==> src/rtl/imem_loader.sv <==
// ---------------------------------------------------------------------------
// imem_loader
//
// Streams a program from a byte link into the instruction RAM write port.
// Bytes arrive least-significant first and are packed into N-bit words.
// Each word is written once, at ascending word addresses starting from 0.
// The processor is held in reset until the load has finished.
//
// Optional feature (macro IMEM_LOADER_CSUM_EN):
//   After the last word, one trailing checksum byte is accepted and compared
//   with the mod-256 sum of all program bytes. A mismatch sets csum_err and
//   keeps cpu_reset asserted.
//
// Ports
//   clk, reset    rising-edge clock, synchronous active-high reset
//   start         begin a load (taken in IDLE or DONE only)
//   num_words     number of words to load, clamped to DEPTH
//   byte_valid    byte_data carries a byte
//   byte_data     program byte
//   byte_ready    loader takes a byte this cycle
//   wr_en         one-cycle write strobe per word
//   wr_addr       word address (held between strobes)
//   wr_data       assembled word (held between strobes)
//   busy          a word load is in progress
//   done          load complete (sticky until the next start)
//   cpu_reset     processor reset; low only after a clean load
//   csum, csum_err  running checksum and mismatch flag (feature only)
//
// Byte handshake: a byte moves when byte_valid and byte_ready are both high
// on a rising edge. byte_ready never depends on byte_valid, and a source
// that sees byte_ready low must hold its byte until it is taken.
// ---------------------------------------------------------------------------
module imem_loader #(
  parameter int N      = 32,
  parameter int ADDR_W = 6
) (
  input  logic              clk,
  input  logic              reset,
  input  logic              start,
  input  logic [ADDR_W:0]   num_words,
  input  logic              byte_valid,
  input  logic [7:0]        byte_data,
  output logic              byte_ready,
  output logic              wr_en,
  output logic [ADDR_W-1:0] wr_addr,
  output logic [N-1:0]      wr_data,
  output logic              busy,
  output logic              done,
  output logic              cpu_reset
`ifdef IMEM_LOADER_CSUM_EN
  ,
  output logic [7:0]        csum,
  output logic              csum_err
`endif
);

  localparam int BPW    = N / 8;
  localparam int BIDX_W = (BPW > 1) ? $clog2(BPW) : 1;

  localparam logic [ADDR_W:0]   DEPTH  = {1'b1, {ADDR_W{1'b0}}};
  localparam logic [ADDR_W:0]   LEN_1  = {{ADDR_W{1'b0}}, 1'b1};
  localparam logic [BIDX_W-1:0] LAST_B = BIDX_W'(BPW - 1);

  typedef enum logic [1:0] {
    S_IDLE = 2'd0,
    S_LOAD = 2'd1,
    S_DONE = 2'd2
`ifdef IMEM_LOADER_CSUM_EN
    ,
    S_CHK  = 2'd3
`endif
  } state_t;

  // state is left as a named variable so checkers can bind to it directly
  state_t state, state_next;

  logic [ADDR_W:0]   len;
  logic [ADDR_W:0]   len_in;
  logic [ADDR_W-1:0] word_idx;
  logic [BIDX_W-1:0] byte_idx;
  logic [N-1:0]      word_buf;
  logic [N-1:0]      asm_word;
  logic              start_ok;
  logic              hs;
  logic              last_byte;
  logic              last_word;

  // ---------------------------------------------------------------------
  // Combinational decode
  // ---------------------------------------------------------------------
  always_comb begin
    len_in   = (num_words > DEPTH) ? DEPTH : num_words;
    start_ok = start && ((state == S_IDLE) || (state == S_DONE));

    // The wr_en cycle is a deliberate bubble: no byte is taken while a
    // word is being written.
    byte_ready = 1'b0;
    if (state == S_LOAD) begin
      byte_ready = !wr_en;
    end
`ifdef IMEM_LOADER_CSUM_EN
    if (state == S_CHK) begin
      byte_ready = 1'b1;
    end
`endif

    hs        = byte_valid && byte_ready;
    last_byte = (byte_idx == LAST_B);
    // len is never 0 while in LOAD, so len-1 cannot underflow here
    last_word = ({1'b0, word_idx} == (len - LEN_1));

    // The word as it will look once the current byte is merged in
    asm_word = word_buf;
    asm_word[8*byte_idx +: 8] = byte_data;

    busy = (state == S_LOAD);
    done = (state == S_DONE);
`ifdef IMEM_LOADER_CSUM_EN
    cpu_reset = !((state == S_DONE) && !csum_err);
`else
    cpu_reset = !(state == S_DONE);
`endif
  end

  // ---------------------------------------------------------------------
  // FSM: next state
  // ---------------------------------------------------------------------
  always_comb begin
    state_next = state;
    unique case (state)
      S_IDLE, S_DONE: begin
        if (start) begin
          state_next = (len_in == '0) ? S_DONE : S_LOAD;
        end
      end
      S_LOAD: begin
        if (wr_en && last_word) begin
`ifdef IMEM_LOADER_CSUM_EN
          state_next = S_CHK;
`else
          state_next = S_DONE;
`endif
        end
      end
`ifdef IMEM_LOADER_CSUM_EN
      S_CHK: begin
        if (hs) begin
          state_next = S_DONE;
        end
      end
`endif
      default: state_next = S_IDLE;
    endcase
  end

  // ---------------------------------------------------------------------
  // FSM: state register
  // ---------------------------------------------------------------------
  always_ff @(posedge clk) begin
    if (reset) begin
      state <= S_IDLE;
    end else begin
      state <= state_next;
    end
  end

  // ---------------------------------------------------------------------
  // Datapath: byte assembly, write strobe, indexes
  // ---------------------------------------------------------------------
  always_ff @(posedge clk) begin
    if (reset) begin
      len      <= '0;
      word_idx <= '0;
      byte_idx <= '0;
      word_buf <= '0;
      wr_en    <= 1'b0;
      wr_addr  <= '0;
      wr_data  <= '0;
`ifdef IMEM_LOADER_CSUM_EN
      csum     <= '0;
      csum_err <= 1'b0;
`endif
    end else begin
      wr_en <= 1'b0;
      if (start_ok) begin
        len      <= len_in;
        word_idx <= '0;
        byte_idx <= '0;
        word_buf <= '0;
`ifdef IMEM_LOADER_CSUM_EN
        csum     <= '0;
        csum_err <= 1'b0;
`endif
      end else begin
        if ((state == S_LOAD) && hs) begin
          word_buf <= asm_word;
`ifdef IMEM_LOADER_CSUM_EN
          csum     <= csum + byte_data;
`endif
          if (last_byte) begin
            byte_idx <= '0;
            wr_en    <= 1'b1;
            wr_data  <= asm_word;
            wr_addr  <= word_idx;
          end else begin
            byte_idx <= byte_idx + BIDX_W'(1);
          end
        end
        // Advance after the strobe so wr_addr above saw the current index
        if ((state == S_LOAD) && wr_en) begin
          word_idx <= word_idx + ADDR_W'(1);
        end
`ifdef IMEM_LOADER_CSUM_EN
        if ((state == S_CHK) && hs) begin
          csum_err <= (byte_data != csum);
        end
`endif
      end
    end
  end

endmodule
==> config.mk <==
export PLATFORM = sky130hd
export DESIGN_NAME = imem_loader
export DESIGN_NICKNAME = d
export VERILOG_FILES = /design/src/rtl/imem_loader.sv
export SDC_FILE = /design/constraint.sdc
export NUM_CORES = 1
export LEC_CHECK = 0
export ABC_AREA = 0
export BUFFER_PORTS_ARGS = -buffer_cell sky130_fd_sc_hd__buf_2
export CAP_MARGIN = 10
export CORE_ASPECT_RATIO = 0.8
export CORE_MARGIN = 2
export CORE_UTILIZATION = 32
export CTS_CLUSTER_SIZE = 10
export DETAILED_ROUTE_END_ITERATION = 8
export GPL_TIMING_DRIVEN = 0
export PLACE_DENSITY = 0.6
export SETUP_SLACK_MARGIN = 0.5
export SLEW_MARGIN = 5
export SYNTH_ARGS = -nofsm -noshare
export SYNTH_HDL_FRONTEND = slang
export SYNTH_SLANG_ARGS = --single-unit
==> constraint.sdc <==
create_clock -name clk -period 1.9 [get_ports clk]
set_input_delay 0.095 -clock clk [delete_from_list [all_inputs] [get_ports clk]]
set_output_delay 0.095 -clock clk [all_outputs]
set_load 0.1 [all_outputs]
---- Word-level counts from Yosys, hierarchy flattened ----
Cells that the tools add are included.
storage, ports and cells
  register bits after elaboration ......... 88
  logic and storage cells ................. 47
operators by class
  add/sub/neg operators ................... 4
  $lt $le $gt $ge ......................... 1
  equal/unequal tests ..................... 6
  shift-type cells ........................ 2
  mux-type cells .......................... 9
  bitwise logic cells ..................... 2
  reduce and logical (&&, ||, !) cells .... 15
operator list
  cell                                                   number
  negator 5 -> 34 bit                                    1
  variable shift 8 x 34 -> 32 bit, first input constant  1
  indexed part select 8 x 34 -> 32 bit                   1
  bitwise mux 32 bit                                     1
  2-to-1 mux 2 bit                                       4
  equality test 6 x 7 -> 1 bit                           1
  greater-than comparator 7 bit, second input constant   1
  zero test 7 bit                                        1
  2-to-1 mux 7 bit                                       1
  subtractor 7 x 1 -> 7 bit, second input constant       1
  adder 6 x 1 -> 6 bit, second input constant            1
  logical AND 1 bit                                      5
  equality test 2 bit, second input constant             2
  case mux 2 bit (2 select lines)                        1
  OR reduction 2 bit                                     2
  AND reduction 3 bit                                    1
  OR reduction 3 bit                                     1
  adder 2 x 1 -> 2 bit, second input constant            1
  equality test 2 x 1 -> 1 bit, second input constant    1
  zero test 1 bit                                        2
  zero test 2 bit                                        1
  2-to-1 mux 1 bit                                       2
  inequality test 2 x 1 -> 1 bit, second input constant  1
  inequality test 2 bit, second input constant           1
  other kinds (3)                                        4

---- Depth between registers and ports, before layout ----
Gate-level depths: netlist (run 1).
  depth after elaboration ................. 6
  mapped depth ............................ 7
  gate-level depth less buffers ........... 7

---- Worst setup path before layout (run 1) ----
No wires, ideal clock.
  path kind ............................... register -> output
  start ................................... reg wr_en
  end ..................................... out byte_ready
  arrival time ............................ 2.129 ns
  required time ........................... 1.805 ns
  slack ................................... -0.324 ns
  cell stages (with the launch flop) ...... 2
  path buffers ............................ 0
  path through ............................ dfxtp_1 nor2_1
between the ends
  longest elaborated chain between the ends .. 2
RTL lines
  what                    line  source
  start, declared         44    output logic wr_en,
  start signal, assigned  176   wr_en <= 1'b0;
  start signal, assigned  184   wr_en <= 1'b0;
  start signal, assigned  202   wr_en <= 1'b1;
  zero test 1 bit         99    byte_ready = !wr_en;
  2-to-1 mux 1 bit        98    if (state == S_LOAD) begin
  end, declared           43    output logic byte_ready,
No other way between the ends.

---- Final worst setup path (run 1) ----
  start ................................... reg len[1]
  end ..................................... reg state[0]
between the ends
  longest elaborated chain between the ends .. 5
RTL lines
  what                                             line  source
  start, declared                                  77    logic [ADDR_W:0] len;
  start signal, assigned                           186   len <= len_in;
  subtractor 7 x 1 -> 7 bit                        110   last_word = ({1'b0, word_idx} == (len - LEN_1));
  equality test 6 x 7 -> 1 bit                     110
  logical AND 1 bit                                137   if (wr_en && last_word) begin
  inequality test 2 x 1 -> 1 bit (no source line)  n/a
  AND reduction 2 bit (no source line)             n/a
  end signal, assigned                             163   state <= state_next;
  end, declared                                    75    state_t state, state_next;
No other way between the ends.
A chain may end at the register's enable or synchronous reset.

==> results.sh, run 1 <==
export IMPL_fp_dieArea_mm2=0.01268
export IMPL_grt_overflow=0
export IMPL_syn_cell_area_mm2=0.003774
export IMPL_drt_initial_drc_count=125
export IMPL_p_leak_nw=2.446
export IMPL_synth_area_leader_cell="dfxtp_1"
export IMPL_synth_most_common_cell="dfxtp_1"
export IMPL_synthArstFlopShare_pct=0
export IMPL_htreeDepth=3
export IMPL_regToRegStartpoint="len[1]"
export IMPL_cp_end_kind="flop"
export IMPL_synth_edf_count=0
export IMPL_grt_antenna_before_repair=0
export IMPL_port_buffers=61
export IMPL_grt_max_degree=15
export IMPL_worstPathArrival_ps=1990
export IMPL_synth_top_area_share_pct=46.68
export IMPL_yosysWarnings=0
export IMPL_drtAntennaViolNets=0
export IMPL_synthMuxAreaShare_pct=0.2653
export IMPL_io_pins=62
export IMPL_grt_pass1_wl_um=19800
export IMPL_slew_violations=0
export IMPL_required_ps=2120
export IMPL_syn_nets=458
export IMPL_power_w=0.004356
export IMPL_finalHoldViolations=0
export IMPL_ir_worst_vdd_v=0.0004293
export IMPL_netlist_instances=431
export IMPL_crit_reg2reg_capture="state[0]"
export IMPL_fin_util_pct=55.92
export IMPL_cts_tree="yes"
export IMPL_num_rows=35
export IMPL_period_needed_ps=1767
export IMPL_slew_headroom_pct=47.92
export IMPL_area_growth_pct=70.66
export IMPL_synthTopCellsByCount="dfxtp_1 (88), nor2_1 (84), a211oi_1 (59)"
export IMPL_first_global_vias=3761
export IMPL_rsz0062_at_grt="yes"
export IMPL_synthFlopType="dfxtp_1"
export IMPL_clock_skew_ps=7.213
export IMPL_min_path_cells=3
export IMPL_status="complete, no violations"
export IMPL_worst_r2r_cell_count=6
export IMPL_finalSetupTns_ps=0
export IMPL_vias=3647
export IMPL_layout_drive_gt1_share_pct=54.58
export IMPL_synth_xor_area_share_pct=3.017
export IMPL_yosys_area_share_simple_pct=21.88
export IMPL_cts_root_buffer="clkbuf_16"
export IMPL_num_antenna_cells=0
export IMPL_die_y_um=101.1
export IMPL_maxCapViolCount=0
export IMPL_synth_fa_ha_area_share_pct=2.653
export IMPL_clk_latency_ps=340
export IMPL_drc_errors=0
export IMPL_clk_pin_slew_ps=60
export IMPL_dp_hpwl_um=7334
export IMPL_worst_slew_pin_slew_ps=781.2
export IMPL_fin_nets=592
export IMPL_setup_viol=0
export IMPL_cts_inserted_buffers=9
export IMPL_whs_endpoint="state[0]"
export IMPL_worstHoldStart="reset"
export IMPL_seq_area_frac_synth_pct=46.68
export IMPL_wirelength_um=12610
export IMPL_initial_core_util_pct=32.76
export IMPL_dr_pass1_iters=4
export IMPL_clock_fmax_mhz=566.1
export IMPL_min_period_over_period_pct=92.98
export IMPL_start_kind="flop"
export IMPL_critPathKind="flop to flop"
export IMPL_cp_max_fo=4
export IMPL_grt_usage_pct=19.88
export IMPL_synth_area_top_cells="dfxtp_1 (47%), a211oi_1 (12%), nor2_1 (8.4%), a21oi_1 (6.1%), nor2b_1 (5.5%)"
export IMPL_synth_top_family_by_area="simple AND/OR/NAND/NOR gates"
export IMPL_cts_path_max_buffers=2
export IMPL_avgRoutedWirePerCell_um=17.61
export IMPL_coreArea_mm2=0.01152
export IMPL_synth_compound_gate_area_share_pct=21.52
export IMPL_synth_avg_cell_area_um2=8.755
export IMPL_viasPerCell=5.094
export IMPL_hold_path_class="input port to flop"
export IMPL_ys_types=39
export IMPL_r2r_slack_ps=130
export IMPL_die_w_um=125.4
export IMPL_ys_ff_latch=88
export IMPL_clkSinkCount=88
export IMPL_place_gp_congestion=0.8013
export IMPL_power_density_mw_per_mm2=676.4
-- how the worst max path moves through the flow --
stage / from / endpoint / slack, ps / cells past startpoint
global route: len[0] / state[0] / 80 / 6
detailed placement: state[0] / wr_data[26] / -90 / 7
floorplan: len[0] / state[0] / 180 / 6
finish: len[1] / state[0] / 130 / 6
global placement: state[0] / wr_data[15] / -7 / 7
CTS: len[0] / state[0] / 130 / 6
-- area by class of cell --
cell class	instances	area, µm²
buffer	27	252.7
clock buffer	10	229.0
clock inverter	4	72.57
fill	933	5077
inverter	7	51.30
multi-input combinational	309	2743
sequential	88	1788
tap	148	185.2
timing repair buffer	123	1119
-- metal layers --
layer  GRT usage, %  wire, µm  up-vias  share of wire, %
li1               -         -     1791                 -
met1          26.34      5840     1783                46
met2          32.98      6102       62                48
met3          4.332       514       11               4.1
met4          5.983       150        0               1.2
met5              0         0        -                 0
-- power breakdown --
| group | switching (W) | leakage, nW | internal, W |
|---|---|---|---|
| Combinational | 0.000361 | 1.58 | 0.000240 |
| Clock | 0.000716 | 0.144 | 0.00114 |
| Sequential | 0.0000277 | 0.718 | 0.00188 |
-- kinds of logic after synthesis --
family / after synthesis
flops: 88
compound gates: 119
simple gates: 168
buf+inv: 34
mux: 1
fa+ha+maj: 8
xor+xnor: 13
-- placed cells by master, fill, tap and decap left out, types with 7 or more instances in the layout --
cell type,instances
buf_12,11
clkbuf_16,10
buf_8,7
xor2_1,7
a21oi_2,9
buf_4,27
nor2_1,74
a21oi_1,8
clkbuf_2,8
buf_2,57
nand2_1,15
a21oi_4,29
buf_6,25
nor2b_1,33
dfxtp_1,79
a211oi_2,64
nor2_2,8
ha_4,7
-- flip-flops by register name, summed over array words and instances (netlist names) --
register	flops
byte_idx	2
wr_en	1
word_buf	32
state	2
wr_addr	6
word_idx	6
len	7
wr_data	32
-- what timing repair did --
action	CTS	global route
buffers inserted	38	13
resized for setup	182	48
gates cloned	8	1
hold buffers	2	0
pin swaps	66	43
endpoints found under the setup margin	82	79
hold endpoints to repair	2	0
-- worst max-delay path, cell delays in order (launching register included) --
cell	delay (ps)
dfxtp_4	370
inv_2	50
ha_4	250
xor2_1	130
nand3_1	90
or4_4	420
o311a_1	340
-- through the flow --
step	std cells	hold WS (ps)	area (µm²)	worst slack [ps]
2_1_floorplan	431	209.5	4013	175.4
3_3_place_gp	640	328.1	4503	-7.161
3_5_place_dp	640	331.7	4503	-90.66
4_1_cts	702	24.17	6167	134.1
5_1_grt	716	41.31	6440	75.84
6_report	716	27.30	6440	133.5
Power figures use the tool's default switching activity.
==> inputs of run 2 (changes only) <==
GPL_TIMING_DRIVEN = unset   (was 0)
SETUP_SLACK_MARGIN = unset   (was 0.5)
==> run 2 against run 1 <==
  * Hold slack better by 28 ps
  * Non-clock buffer count down 67
  * Fmax shrank 3.9%
  * Utilization is 15 points lower
  * Power decreased by 3.7%
  * Clock-buffer cell count is 1 higher
  * Worst setup slack lost 72 ps
  * Critical path type unchanged
  * Critical endpoint unchanged
  * Highest routed layer unchanged
==> results.sh, run 2 (same netlist as run 1, synthesis figures left out) <==
export IMPL_fin_nets=525
export IMPL_fp_dieArea_mm2=0.01268
export IMPL_regToRegStartpoint="len[0]"
export IMPL_num_rows=35
export IMPL_cp_max_fo=2
export IMPL_worst_r2r_cell_count=6
export IMPL_grt_usage_pct=14.93
export IMPL_ir_worst_vdd_v=0.0004500
export IMPL_num_antenna_cells=0
export IMPL_critPathSlowestCell="or4_4"
export IMPL_grt_antenna_before_repair=0
export IMPL_area_growth_pct=25.50
export IMPL_fin_util_pct=41.12
export IMPL_die_y_um=101.1
export IMPL_hold_path_class="input port to flop"
export IMPL_slew_headroom_pct=66.36
export IMPL_worstHoldStart="num_words[0]"
export IMPL_clkSinkCount=88
export IMPL_port_buffers=61
export IMPL_grt_overflow=0
export IMPL_worst_slew_pin_slew_ps=508.1
export IMPL_placed_cell_area_mm2=0.004348
export IMPL_wirelength_um=9215
export IMPL_p_leak_nw=1.826
export IMPL_cts_path_max_buffers=2
export IMPL_worstPathCellList="inv_1 > ha_1 > xor2_1 > nand3_1 > or4_4 > o311a_1"
export IMPL_clock_skew_ps=8.950
export IMPL_power_density_mw_per_mm2=885.3
export IMPL_final_cell_mix="dfxtp_1 (87), nor2_1 (83), buf_2 (61), a211oi_1 (59), a21oi_1 (46)"
export IMPL_grt_pass1_wl_um=15020
export IMPL_finalWorstSetupSlack_ps=61.55
export IMPL_drtAntennaViolNets=0
export IMPL_min_period_over_period_pct=96.76
export IMPL_whs_endpoint="len[0]"
export IMPL_period_needed_ps=1838
export IMPL_finalSetupTns_ps=0
export IMPL_die_w_um=125.4
export IMPL_coreArea_mm2=0.01152
export IMPL_place_gp_congestion=0.8290
export IMPL_r2r_slack_ps=60
export IMPL_finalHoldViolations=0
export IMPL_dp_slack_ps=-28.89
export IMPL_critPathKind="flop to flop"
export IMPL_avgRoutedWirePerCell_um=14.16
export IMPL_setup_viol=0
export IMPL_crit_reg2reg_capture="state[0]"
export IMPL_first_global_vias=2981
export IMPL_min_path_cells=3
export IMPL_clk_latency_ps=330
export IMPL_cts_tree="yes"
export IMPL_layout_drive_gt1_share_pct=23.66
export IMPL_clock_fmax_mhz=543.9
export IMPL_status="complete, no violations"
export IMPL_dr_pass1_iters=4
export IMPL_critPathMaxStageDelay_ps=430
export IMPL_required_ps=2120
export IMPL_viasPerCell=4.943
export IMPL_cts_root_buffer="clkbuf_16"
export IMPL_io_pins=62
export IMPL_drc_errors=0
export IMPL_drt_initial_drc_count=163
export IMPL_maxCapViolCount=0
export IMPL_start_kind="flop"
export IMPL_dp_hpwl_um=6246
export IMPL_layout_commonest_cell="dfxtp_1"
export IMPL_post_cts_buffers=0
export IMPL_cts_inserted_buffers=9
export IMPL_worstPathArrival_ps=2060
export IMPL_initial_core_util_pct=32.76
export IMPL_stdcell_area_mm2=0.004736
export IMPL_top_regs="word_buf (32), wr_data (32), len (7)"
export IMPL_cp_end_kind="flop"
export IMPL_vias=3218
export IMPL_slew_violations=0
export IMPL_grt_max_degree=70
export IMPL_clk_pin_slew_ps=60
export IMPL_htreeDepth=3
## run 2: cell count changes in the layout (fill, tap and decap cells not counted), moves of 7 or more
cell and change:
a211oi_1 +58, a211oi_2 -58, a21oi_1 +38, a21oi_2 -9, a21oi_4 -29, buf_12 -7, buf_4 -11, buf_6 -25
buf_8 -7, clkbuf_2 -8, dfxtp_1 +8, ha_4 -7, nor2_1 +9, nor2_2 -7
## run 2: cell type report
cell class | count | area (µm²)
clock buffers | 11 | 252.7
clock inverters | 5 | 78.83
fillers | 1160 | 6782
inverters | 7 | 26.28
multi-input cells | 309 | 1904
flip-flops and latches | 88 | 1763
well taps | 148 | 185.2
repair buffers | 83 | 525.5
## run 2: worst max-delay path by stage
stage	depth (start not counted)	endpoint	slack, ps	start
4_1_cts	7	word_buf[5]	80	byte_idx[0]
3_5_place_dp	6	state[1]	-30	len[0]
5_1_grt	7	len[0]	-4	num_words[2]
6_report	6	state[0]	60	len[0]
3_3_place_gp	6	state[0]	40	len[0]
2_1_floorplan	5	word_buf[2]	5	byte_idx[0]
## run 2: repair_timing
item | 4_1_cts | 5_1_grt
pin swaps | 2 | 1
gates cloned | 0 | 0
hold buffers | 2 | 0
resized for setup | 2 | 6
endpoints found under the setup margin | 2 | 37
endpoints found under the hold margin | 2 | 0
## run 2: metal layers
| metal | global-route usage (%) | up-vias | wire [µm] |
|---|---|---|---|
| li1 | - | 1655 | - |
| met1 | 20.38 | 1498 | 4509 |
| met2 | 23.83 | 54 | 4144 |
| met3 | 3.381 | 11 | 437 |
| met4 | 4.615 | 0 | 124 |
| met5 | 0 | - | 0 |
## run 2: worst max-delay path, delay by kind of cell (launching register included)
family          cells  cell delay (ps)
fa+ha+maj           1              300
xor+xnor            1              170
buf+inv             1               60
simple gates        2              540
compound gates      1              340
flops               1              320
## run 2: power by group
part           internal (W)  switching [W]
sequential          0.00188      0.0000205
clock               0.00122       0.000706
combinational      0.000129       0.000234
## run 2: through the flow
| step | total power (W) | instances | hold slack (ps) |
|---|---|---|---|
| floorplan | 0.002178 | 431 | 209.6 |
| global placement | 0.002284 | 633 | 325.1 |
| detailed placement | 0.002295 | 633 | 333.8 |
| CTS | 0.004228 | 651 | 12.00 |
| global route | 0.004385 | 651 | 51.87 |
| finish | 0.004193 | 651 | 55.00 |
